`src/rtl/accum_sched_if.sv`:
```
// accum_sched_if: requester handshake, response and shared-core bundle.
// slave = scheduler view, master = requesters + core view.
interface accum_sched_if #(
    parameter int NREQ  = 2,
    parameter int WIDTH = 32
);
    logic [NREQ-1:0]       req_valid;
    logic [NREQ*WIDTH-1:0] req_data;
    logic [NREQ-1:0]       req_ready;
    logic [NREQ-1:0]       clr;
    logic [NREQ-1:0]       resp_valid;
    logic [WIDTH-1:0]      resp_data;
    logic [NREQ-1:0]       err;
    logic                  core_start;
    logic [WIDTH-1:0]      core_a;
    logic [WIDTH-1:0]      core_b;
    logic [WIDTH-1:0]      core_sum;
    logic                  core_done;

    modport slave (
        input  req_valid, req_data, clr,
        input  core_sum, core_done,
        output req_ready, resp_valid, resp_data, err,
        output core_start, core_a, core_b
    );

    modport master (
        output req_valid, req_data, clr,
        output core_sum, core_done,
        input  req_ready, resp_valid, resp_data, err,
        input  core_start, core_a, core_b
    );
endinterface

```
`src/rtl/accum_sched.sv`:
```
// accum_sched: round-robin scheduler sharing one accumulator adder core
// between NREQ requesters, each with a private context held here.
// Ports: clk, rst_n (async, active low), bus (accum_sched_if.slave):
//   req_valid/req_data/req_ready  per-requester operand handshake
//   clr                           per-context synchronous clear
//   resp_valid/resp_data/err      per-requester result / abort pulses
//   core_start/core_a/core_b      issue to the shared core
//   core_sum/core_done            core result
// Optional: define ACCUM_SCHED_TIMEOUT_EN to abort a WAIT after
// TIMEOUT cycles without core_done (err pulse, context kept).
module accum_sched #(
    parameter int NREQ    = 2,
    parameter int WIDTH   = 32,
    parameter int TIMEOUT = 16
) (
    input logic          clk,
    input logic          rst_n,
    accum_sched_if.slave bus
);
    localparam int IW = $clog2(NREQ);

    if (NREQ < 2 || NREQ > 8 || TIMEOUT < 1) begin : g_bad_cfg
        $error("accum_sched: unsupported parameters");
    end

    typedef enum logic [1:0] {
        S_IDLE,
        S_ISSUE,
        S_WAIT
    } state_t;

    state_t           r_state;
    logic [IW-1:0]    r_idx;
    logic [IW-1:0]    r_last;
    logic [WIDTH-1:0] r_acc [NREQ];
    logic [NREQ-1:0]  r_resp_valid;
    logic [WIDTH-1:0] r_resp_data;
    logic             r_core_start;
    logic [WIDTH-1:0] r_core_a;
    logic [WIDTH-1:0] r_core_b;

    logic             w_gnt_vld;
    logic [IW-1:0]    w_gnt_idx;
    logic [IW-1:0]    w_cand;
    logic [NREQ-1:0]  w_ready;
    logic [WIDTH-1:0] w_operand;

`ifdef ACCUM_SCHED_TIMEOUT_EN
    localparam int CW = $clog2(TIMEOUT + 1);
    logic [CW-1:0]    r_cnt;
    logic [NREQ-1:0]  r_err;
`endif

    // Scan from the highest distance down so the requester closest
    // after r_last is the one left standing.
    always_comb begin
        w_gnt_vld = 1'b0;
        w_gnt_idx = r_last;
        w_cand    = '0;
        for (int k = NREQ; k >= 1; k--) begin
            w_cand = IW'((int'(r_last) + k) % NREQ);
            if (bus.req_valid[w_cand]) begin
                w_gnt_vld = 1'b1;
                w_gnt_idx = w_cand;
            end
        end
    end

    always_comb begin
        w_ready = '0;
        if (r_state == S_IDLE && w_gnt_vld)
            w_ready[w_gnt_idx] = 1'b1;
    end

    assign w_operand = bus.req_data[int'(w_gnt_idx) * WIDTH +: WIDTH];

    always_ff @(posedge clk or negedge rst_n) begin
        if (!rst_n) begin
            r_state      <= S_IDLE;
            r_idx        <= '0;
            r_last       <= IW'(NREQ - 1);
            r_resp_valid <= '0;
            r_resp_data  <= '0;
            r_core_start <= 1'b0;
            r_core_a     <= '0;
            r_core_b     <= '0;
            for (int i = 0; i < NREQ; i++)
                r_acc[i] <= '0;
`ifdef ACCUM_SCHED_TIMEOUT_EN
            r_cnt        <= '0;
            r_err        <= '0;
`endif
        end else begin
            r_core_start <= 1'b0;
            r_resp_valid <= '0;
`ifdef ACCUM_SCHED_TIMEOUT_EN
            r_err        <= '0;
`endif
            unique case (r_state)
                S_IDLE: begin
                    if (w_gnt_vld) begin
                        r_idx        <= w_gnt_idx;
                        // core sees the context as it stands in ISSUE
                        r_core_a     <= bus.clr[w_gnt_idx] ? '0
                                      : r_acc[w_gnt_idx];
                        r_core_b     <= w_operand;
                        r_core_start <= 1'b1;
                        r_state      <= S_ISSUE;
                    end
                end
                S_ISSUE: begin
                    r_last  <= r_idx;
                    r_state <= S_WAIT;
`ifdef ACCUM_SCHED_TIMEOUT_EN
                    r_cnt   <= '0;
`endif
                end
                S_WAIT: begin
                    if (bus.core_done) begin
                        r_acc[r_idx]        <= bus.core_sum;
                        r_resp_data         <= bus.core_sum;
                        r_resp_valid[r_idx] <= 1'b1;
                        r_state             <= S_IDLE;
                    end
`ifdef ACCUM_SCHED_TIMEOUT_EN
                    else if (r_cnt == CW'(TIMEOUT - 1)) begin
                        r_err[r_idx] <= 1'b1;
                        r_state      <= S_IDLE;
                    end else begin
                        r_cnt <= r_cnt + 1'b1;
                    end
`endif
                end
                default: r_state <= S_IDLE;
            endcase
            // placed last so a clear beats a same-edge writeback
            for (int i = 0; i < NREQ; i++)
                if (bus.clr[i])
                    r_acc[i] <= '0;
        end
    end

    assign bus.req_ready  = w_ready;
    assign bus.resp_valid = r_resp_valid;
    assign bus.resp_data  = r_resp_data;
    assign bus.core_start = r_core_start;
    assign bus.core_a     = r_core_a;
    assign bus.core_b     = r_core_b;
`ifdef ACCUM_SCHED_TIMEOUT_EN
    assign bus.err        = r_err;
`else
    assign bus.err        = '0;
`endif
endmodule

```
`src/flat_wrapper.sv`:
```
// flat-port wrapper written by rule: the top's interface ports become plain ports
module accum_sched_flat 
#(
    parameter int NREQ    = 2,
    parameter int WIDTH   = 32,
    parameter int TIMEOUT = 16
)
  (clk, rst_n, bus_req_valid, bus_req_data, bus_clr, bus_core_sum, bus_core_done, bus_req_ready, bus_resp_valid, bus_resp_data, bus_err, bus_core_start, bus_core_a, bus_core_b);
  accum_sched_if #(.NREQ(NREQ), .WIDTH(WIDTH)) bus_i ();
  input logic clk;
  input logic rst_n;
  input wire logic [$bits(bus_i.req_valid)-1:0] bus_req_valid;
  input wire logic [$bits(bus_i.req_data)-1:0] bus_req_data;
  input wire logic [$bits(bus_i.clr)-1:0] bus_clr;
  input wire logic [$bits(bus_i.core_sum)-1:0] bus_core_sum;
  input wire logic [$bits(bus_i.core_done)-1:0] bus_core_done;
  output wire logic [$bits(bus_i.req_ready)-1:0] bus_req_ready;
  output wire logic [$bits(bus_i.resp_valid)-1:0] bus_resp_valid;
  output wire logic [$bits(bus_i.resp_data)-1:0] bus_resp_data;
  output wire logic [$bits(bus_i.err)-1:0] bus_err;
  output wire logic [$bits(bus_i.core_start)-1:0] bus_core_start;
  output wire logic [$bits(bus_i.core_a)-1:0] bus_core_a;
  output wire logic [$bits(bus_i.core_b)-1:0] bus_core_b;
  assign bus_i.req_valid = bus_req_valid;
  assign bus_i.req_data = bus_req_data;
  assign bus_i.clr = bus_clr;
  assign bus_i.core_sum = bus_core_sum;
  assign bus_i.core_done = bus_core_done;
  assign bus_req_ready = bus_i.req_ready;
  assign bus_resp_valid = bus_i.resp_valid;
  assign bus_resp_data = bus_i.resp_data;
  assign bus_err = bus_i.err;
  assign bus_core_start = bus_i.core_start;
  assign bus_core_a = bus_i.core_a;
  assign bus_core_b = bus_i.core_b;
  accum_sched #(.NREQ(NREQ), .WIDTH(WIDTH), .TIMEOUT(TIMEOUT)) u_core (.clk(clk), .rst_n(rst_n), .bus(bus_i));
endmodule
```
`config.mk`:
```
export PLATFORM = sky130hd
export DESIGN_NAME = accum_sched_flat
export DESIGN_NICKNAME = d
export VERILOG_FILES = /design/src/rtl/accum_sched_if.sv /design/src/rtl/accum_sched.sv /design/src/flat_wrapper.sv
export SDC_FILE = /design/constraint.sdc
export NUM_CORES = 1
export LEC_CHECK = 0
export BUFFER_PORTS_ARGS = -buffer_cell sky130_fd_sc_hd__buf_4
export CELL_PAD_IN_SITES_DETAIL_PLACEMENT = 2
export CELL_PAD_IN_SITES_GLOBAL_PLACEMENT = 2
export CORE_UTILIZATION = 32
export CTS_BUF_LIST = sky130_fd_sc_hd__clkbuf_4 sky130_fd_sc_hd__clkbuf_8 sky130_fd_sc_hd__clkbuf_16
export DETAILED_ROUTE_END_ITERATION = 16
export GPL_ROUTABILITY_DRIVEN = 0
export PLACE_DENSITY = 0.83
export SLEW_MARGIN = 15
export SYNTH_ARGS = -nofsm -noshare
export SYNTH_HDL_FRONTEND = slang
export SYNTH_SLANG_ARGS = --single-unit
```
`constraint.sdc`:
```
create_clock -name clk -period 1.8 [get_ports clk]
set_input_delay 0.36 -clock clk [delete_from_list [all_inputs] [get_ports clk]]
set_output_delay 0.36 -clock clk [all_outputs]
set_load 0.05 [all_outputs]
```
# ---- Yosys cells after proc, flatten, opt, wreduce, memory -nomap -nowiden
# Cells that the tools add are included.
dict set report op_classes {
  n_lt_le_gt_ge 9
  bitwise 2
  n_shift 1
  eq_ne 4
  reduce_logical 14
  muxes 33
  add_sub_neg 2
}
# op count
set ops {}
lappend ops {{two-way mux 32 bit} 7}
lappend ops {{two-way mux 64 bit} 2}
lappend ops {{bitwise mux 64 bit} 1}
lappend ops {{variable part select 64 x 7 -> 32 bit} 1}
lappend ops {{demux 32 bit (select 1 bit)} 1}
lappend ops {{two-way mux 1 bit} 14}
lappend ops {{two-way mux 2 bit} 5}
lappend ops {{AND reduction 2 bit} 5}
lappend ops {{< comparator 1 x 2 -> 1 bit, second input constant} 4}
lappend ops {{nonzero test 2 bit} 4}
lappend ops {{one-hot mux 2 bit (3 select lines)} 1}
lappend ops {{greater-or-equal comparator 2 bit, second input constant} 2}
lappend ops {{logical AND 1 bit} 4}
lappend ops {{NOT 1 -> 2 bit} 2}
lappend ops {{adder 1 bit, second input constant} 2}
lappend ops {{demux 1 bit (select 1 bit)} 2}
lappend ops {{== test 2 x 1 -> 1 bit, second input constant} 1}
lappend ops {{== test 2 bit, second input constant} 1}
lappend ops {{greater-or-equal comparator 1 bit, second input constant} 2}
lappend ops {{zero test 2 bit} 1}
lappend ops {{< comparator 2 x 1 -> 1 bit, second input constant} 1}
lappend ops {{inequality test 2 x 1 -> 1 bit, second input constant} 1}
lappend ops {{inequality test 2 bit, second input constant} 1}
dict set report word_totals {
  input_bits 103
  word_cells 75
  register_bits 167
  output_inout_bits 103
}

# ---- Logic depth before layout (Yosys ltp)
dict set report depth {
  ltp_word 10
  mapped_depth 6
}

# ---- Least setup slack after synthesis
# OpenSTA, ideal clock, no wires.
dict set report synth_timing {
  path_type {register -> output}
  startpoint {register u_core.r_last}
  endpoint {output port bus_req_ready[0]}
  path_stages_with_launch 5
  arrival_time_ps 1882
  slack_ps -442
  n_path_buf 2
  path_cell_list {dfstp_2 -> nor2b_1 -> buf_4 -> buf_4 -> nor3_1}
}
dict set report synth_between {
  elab_chain_cells 10
}
# element line
set synth_lines {}
lappend synth_lines {{from (decl)} accum_sched.sv:34} ;# logic [IW-1:0] r_last;
lappend synth_lines {{from (signal assigned)} accum_sched.sv:81} ;# r_last <= IW'(NREQ - 1);
lappend synth_lines {{from (signal assigned)} accum_sched.sv:112} ;# r_last <= r_idx;
lappend synth_lines {{adder 1 bit} accum_sched.sv:61} ;# w_cand = IW'((int'(r_last) + k) % NREQ);
lappend synth_lines {{two-way mux 1 bit (not written as such) (2 in series)} accum_sched.sv:62} ;# if (bus.req_valid[w_cand]) begin
lappend synth_lines {{two-way mux 1 bit (2 in series)} accum_sched.sv:62}
lappend synth_lines {{< comparator 1 x 2 -> 1 bit (not written as such) or greater-or-equal comparator 1 bit (tied branches)} accum_sched.sv:72} ;# w_ready[w_gnt_idx] = 1'b1;
lappend synth_lines {{logical AND 1 bit (not written as such)} accum_sched.sv:72}
lappend synth_lines {{two-way mux 1 bit (not written as such)} accum_sched.sv:72}
lappend synth_lines {{demux 1 bit (select 1 bit)} n/a}
lappend synth_lines {{two-way mux 2 bit *} accum_sched.sv:71} ;# if (r_state == S_IDLE && w_gnt_vld)
lappend synth_lines {{to (decl)} flat_wrapper.sv:17} ;# output wire logic [$bits(bus_i.req_ready)-1:0] bus_req_ready;
# Every way passes the cells marked *; elsewhere a longest branch is shown, timed or not. The select of a mux whose other input is x is not followed.

# ---- Worst setup path after layout
# Ends and elaborated chain as after synthesis.

==> impl_metrics.csv <==
group,metric,value,unit
outcome,status,"finished with violations",
outcome,violations,"setup timing",
worst_setup_path,r2r_cells,4,
global_routing,grt_overflow,0,
floorplanning,core,23400,um^2
sta,min_period_over_period,104,%
synthesis,synth-edff-count,0,
floorplanning,die_h,156,um
clock_network,clockBufferDepth,2,
worst_setup_path,path_class,"reg -> out",
sta,rsz0062_at_grt,"true",
global_routing,track_usage,24.0,%
clock_network,numCtsBuffers,17,
worst_setup_path,path_buf_inv,1,
sta,fmax,0.536,GHz
power_and_ir_drop,p_leak,4.38,nW
floorplanning,io_pins,206,
final_layout,syn_to_final_growth,34.3,%
min_path,hp-class,"in -> reg",
synthesis,netlist_area,7600,um^2
worst_setup_path,cp-start-kind,"flip-flop",
final_layout,fin_cells,1292,
clock_network,path_clk_slew,0.07,ns
worst_setup_path,cp-end-kind,"output port",
final_layout,diodes,0,
routing,firstDrtPassIters,4,
synthesis,async_flop_share,100,%
worst_setup_path,reg2reg_setup_slack,0.10,ns
power_and_ir_drop,irDropWorstVdd,951,uV
synthesis,ys_seq_area_share,55.0,%
floorplanning,row_count,56,
worst_setup_path,cp.arrival,1.50,ns
sta,maxSlewHeadroom,45.5,%
floorplanning,die-area,24400,um^2
sta,slew_viol_final,0,
worst_setup_path,required,1.44,ns
worst_setup_path,cpPeakStageDelay,0.59,ns
worst_setup_path,crit_chain,"nor2b_4 > nor3_4 > buf_6",
routing,route.antenna.remaining_nets,0,
routing,route.vias.total,6941,
routing,first_iter_violations,266,
worst_setup_path,crit_family,"flip-flops",
flow_run,maxCapViolations,0,
placed_design,place_ws,0.0230,ns
clock_network,cts.htree.levels,4,
synthesis,synth_most_common_cell,"dfrtp_1",
floorplanning,dieWidth,156,um
worst_setup_path,rr_startpoint,"u_core.r_last",
clock_network,tritoncts,"yes",
sta,worst_pin_slew,0.817,ns
min_path,worstHoldPathCells,2,
power_and_ir_drop,power_density,1970,nW/um^2
synthesis,synthDominantCellAreaShare,54.6,%
global_routing,grt_start_max_net_pins,66,
worst_setup_path,critPathMaxFanout,5,
synthesis,syn_area_per_cell,9.72,um^2
global_routing,antenna_found_initial,0,
routing,viasPerCell,5.37,
final_layout,fillers,2527,
sta,finalClockSkew,0.0171,ns
floorplanning,start_util,32.5,%
worst_setup_path,rr_endpoint,"u_core.bus.core_b[15]",
routing,drc,0,
placed_design,dp_cells,1258,
min_path,hold_end,"u_core.bus.resp_data[22]",
min_path,hold_path_startpoint,"bus_core_sum[22]",
worst_setup_path,cp_slowest_cell,"dfstp_2",
sta,setup_viol,2,
synthesis,ys_top_cells_by_count,"dfrtp_1, a21oi_1, nand2_1, a31oi_1, o21ai_0",
global_routing,grt_pass1_vias,7578,
global_routing,grt_pass1_wl,44400,um
clock_network,cts.sinks,167,
routing,wl,28500,um
clock_network,clk_latency,0.44,ns
sta,post-route-worst-setup-slack,-0.0644,ns
final_layout,drive_gt1_share,32.8,%
final_layout,fin_nets,1064,
placed_design,io_buffer_count,203,
routing,wl_per_cell,22.0,um
synthesis,ys_types,29,
placed_design,dp_hpwl,18300,um
sta,hold_violations,0,
synthesis,yosys.area.top_type,"dfrtp_1",
synthesis,netlist_instances,782,
synthesis,synthFlopType,"dfrtp_1",
synthesis,yosys-top-cells-area,"dfrtp_1, a21oi_1, nand2_1, a31oi_1, mux2_2",
synthesis,yosysWarningCount,0,
clock_network,root_buffer,"clkbuf_16",
synthesis,synth.ff_latch_count,167,
sta,fin_crit,1.86,ns
-- area by class of cell --
| class | instances | area [um^2] | share of cell area, % |
|---|---|---|---|
| clock buffers | 19 | 440 | 4.31 |
| clock inverters | 12 | 145 | 1.42 |
| inverters | 4 | 15.0 | 0.147 |
| multi-input cells | 532 | 3040 | 29.8 |
| flip-flops and latches | 167 | 4180 | 41.0 |
| well taps | 319 | 399 | 3.91 |
| repair buffers | 239 | 1990 | 19.5 |
-- worst max path at each step --
stage	endpoint	cells after the start	start	slack, ns
finish	bus_req_ready[0]	3	u_core.r_last	-0.06
global route	bus_req_ready[0]	3	u_core.r_last	-0.13
CTS	bus_req_ready[1]	3	u_core.r_last	-0.11
detailed placement	u_core.bus.core_a[1]	5	bus_req_valid[0]	0.02
global placement	u_core.bus.core_a[0]	5	bus_req_valid[0]	0.13
floorplan	bus_req_ready[1]	4	u_core.r_last	0.16
-- layout by cell type (no fill, tap or decap), types with 2 or more instances in the layout --
| cell type | n |
|---|---|
| clkbuf_16 | 17 |
| dfrtp_1 | 165 |
| nand4b_1 | 32 |
| nand2_1 | 128 |
| clkbuf_4 | 2 |
| inv_2 | 3 |
| nor2b_4 | 2 |
| nor2b_1 | 33 |
| clkinv_4 | 2 |
| o21ai_0 | 47 |
| or2_2 | 2 |
| nand3_1 | 32 |
| a31oi_1 | 65 |
| o21ai_1 | 17 |
| buf_6 | 2 |
| conb_1 | 2 |
| mux2_2 | 33 |
| a21oi_1 | 129 |
| bufinv_16 | 2 |
| buf_12 | 14 |
| inv_6 | 3 |
| buf_4 | 221 |
| clkinvlp_4 | 4 |
-- per-layer routing --
| layer | track usage, % | routed length [um] | part of all wire (%) |
|---|---|---|---|
| met3 | 4.53 | 1420 | 5.0 |
| met5 | 0 | 0 | 0 |
| met2 | 42.3 | 14600 | 51 |
| met4 | 6.21 | 361 | 1.3 |
| met1 | 30.0 | 12100 | 42 |
-- cells by family after synthesis --
family / share of synthesized area (%)
compound gates: 18.1
mux: 4.89
flops: 55.0
other cells: 0.0493
buf+inv: 5.86
simple gates: 16.1
-- sequential cells by signal (all words and copies together) (netlist names) --
name and flops:
u_core.r_state 2, u_core.bus.core_a 32, u_core.bus.core_b 32, u_core.bus.resp_valid 2, u_core.r_last 1, u_core.r_idx 1, u_core.bus.resp_data 32, u_core.bus.core_start 1
u_core.r_acc 64
-- through the flow --
step | TNS (ns) | util, % | power [mW] | hold slack, ns | area, um^2
global placement | 0 | 40.9 | 16.1 | 0.339 | 9580
floorplan | 0 | - | 12.7 | 0.0644 | 7630
finish | -0.0972 | 43.6 | 20.2 | 0.174 | 10200
detailed placement | 0 | 40.9 | 16.5 | 0.331 | 9580
global route | -0.227 | 43.6 | 21.1 | 0.160 | 10200
CTS | -0.223 | 43.6 | 20.3 | 0.164 | 10200
-- what timing repair did --
item,in CTS,in global routing
hold endpoints to repair,37,0
hold buffers,1,0
gates resized for setup,3,3
pin swaps,2,0
buffers inserted,2,0
setup endpoints to repair,2,2
-- power breakdown --
part | internal, mW | switching (mW) | leakage (nW)
Sequential | 5.07 | 0.891 | 2.10
Combinational | 3.21 | 7.26 | 2.01
Clock | 2.09 | 1.63 | 0.275
Total | 10.4 | 9.79 | 4.38
Power figures use the tool's default switching activity.
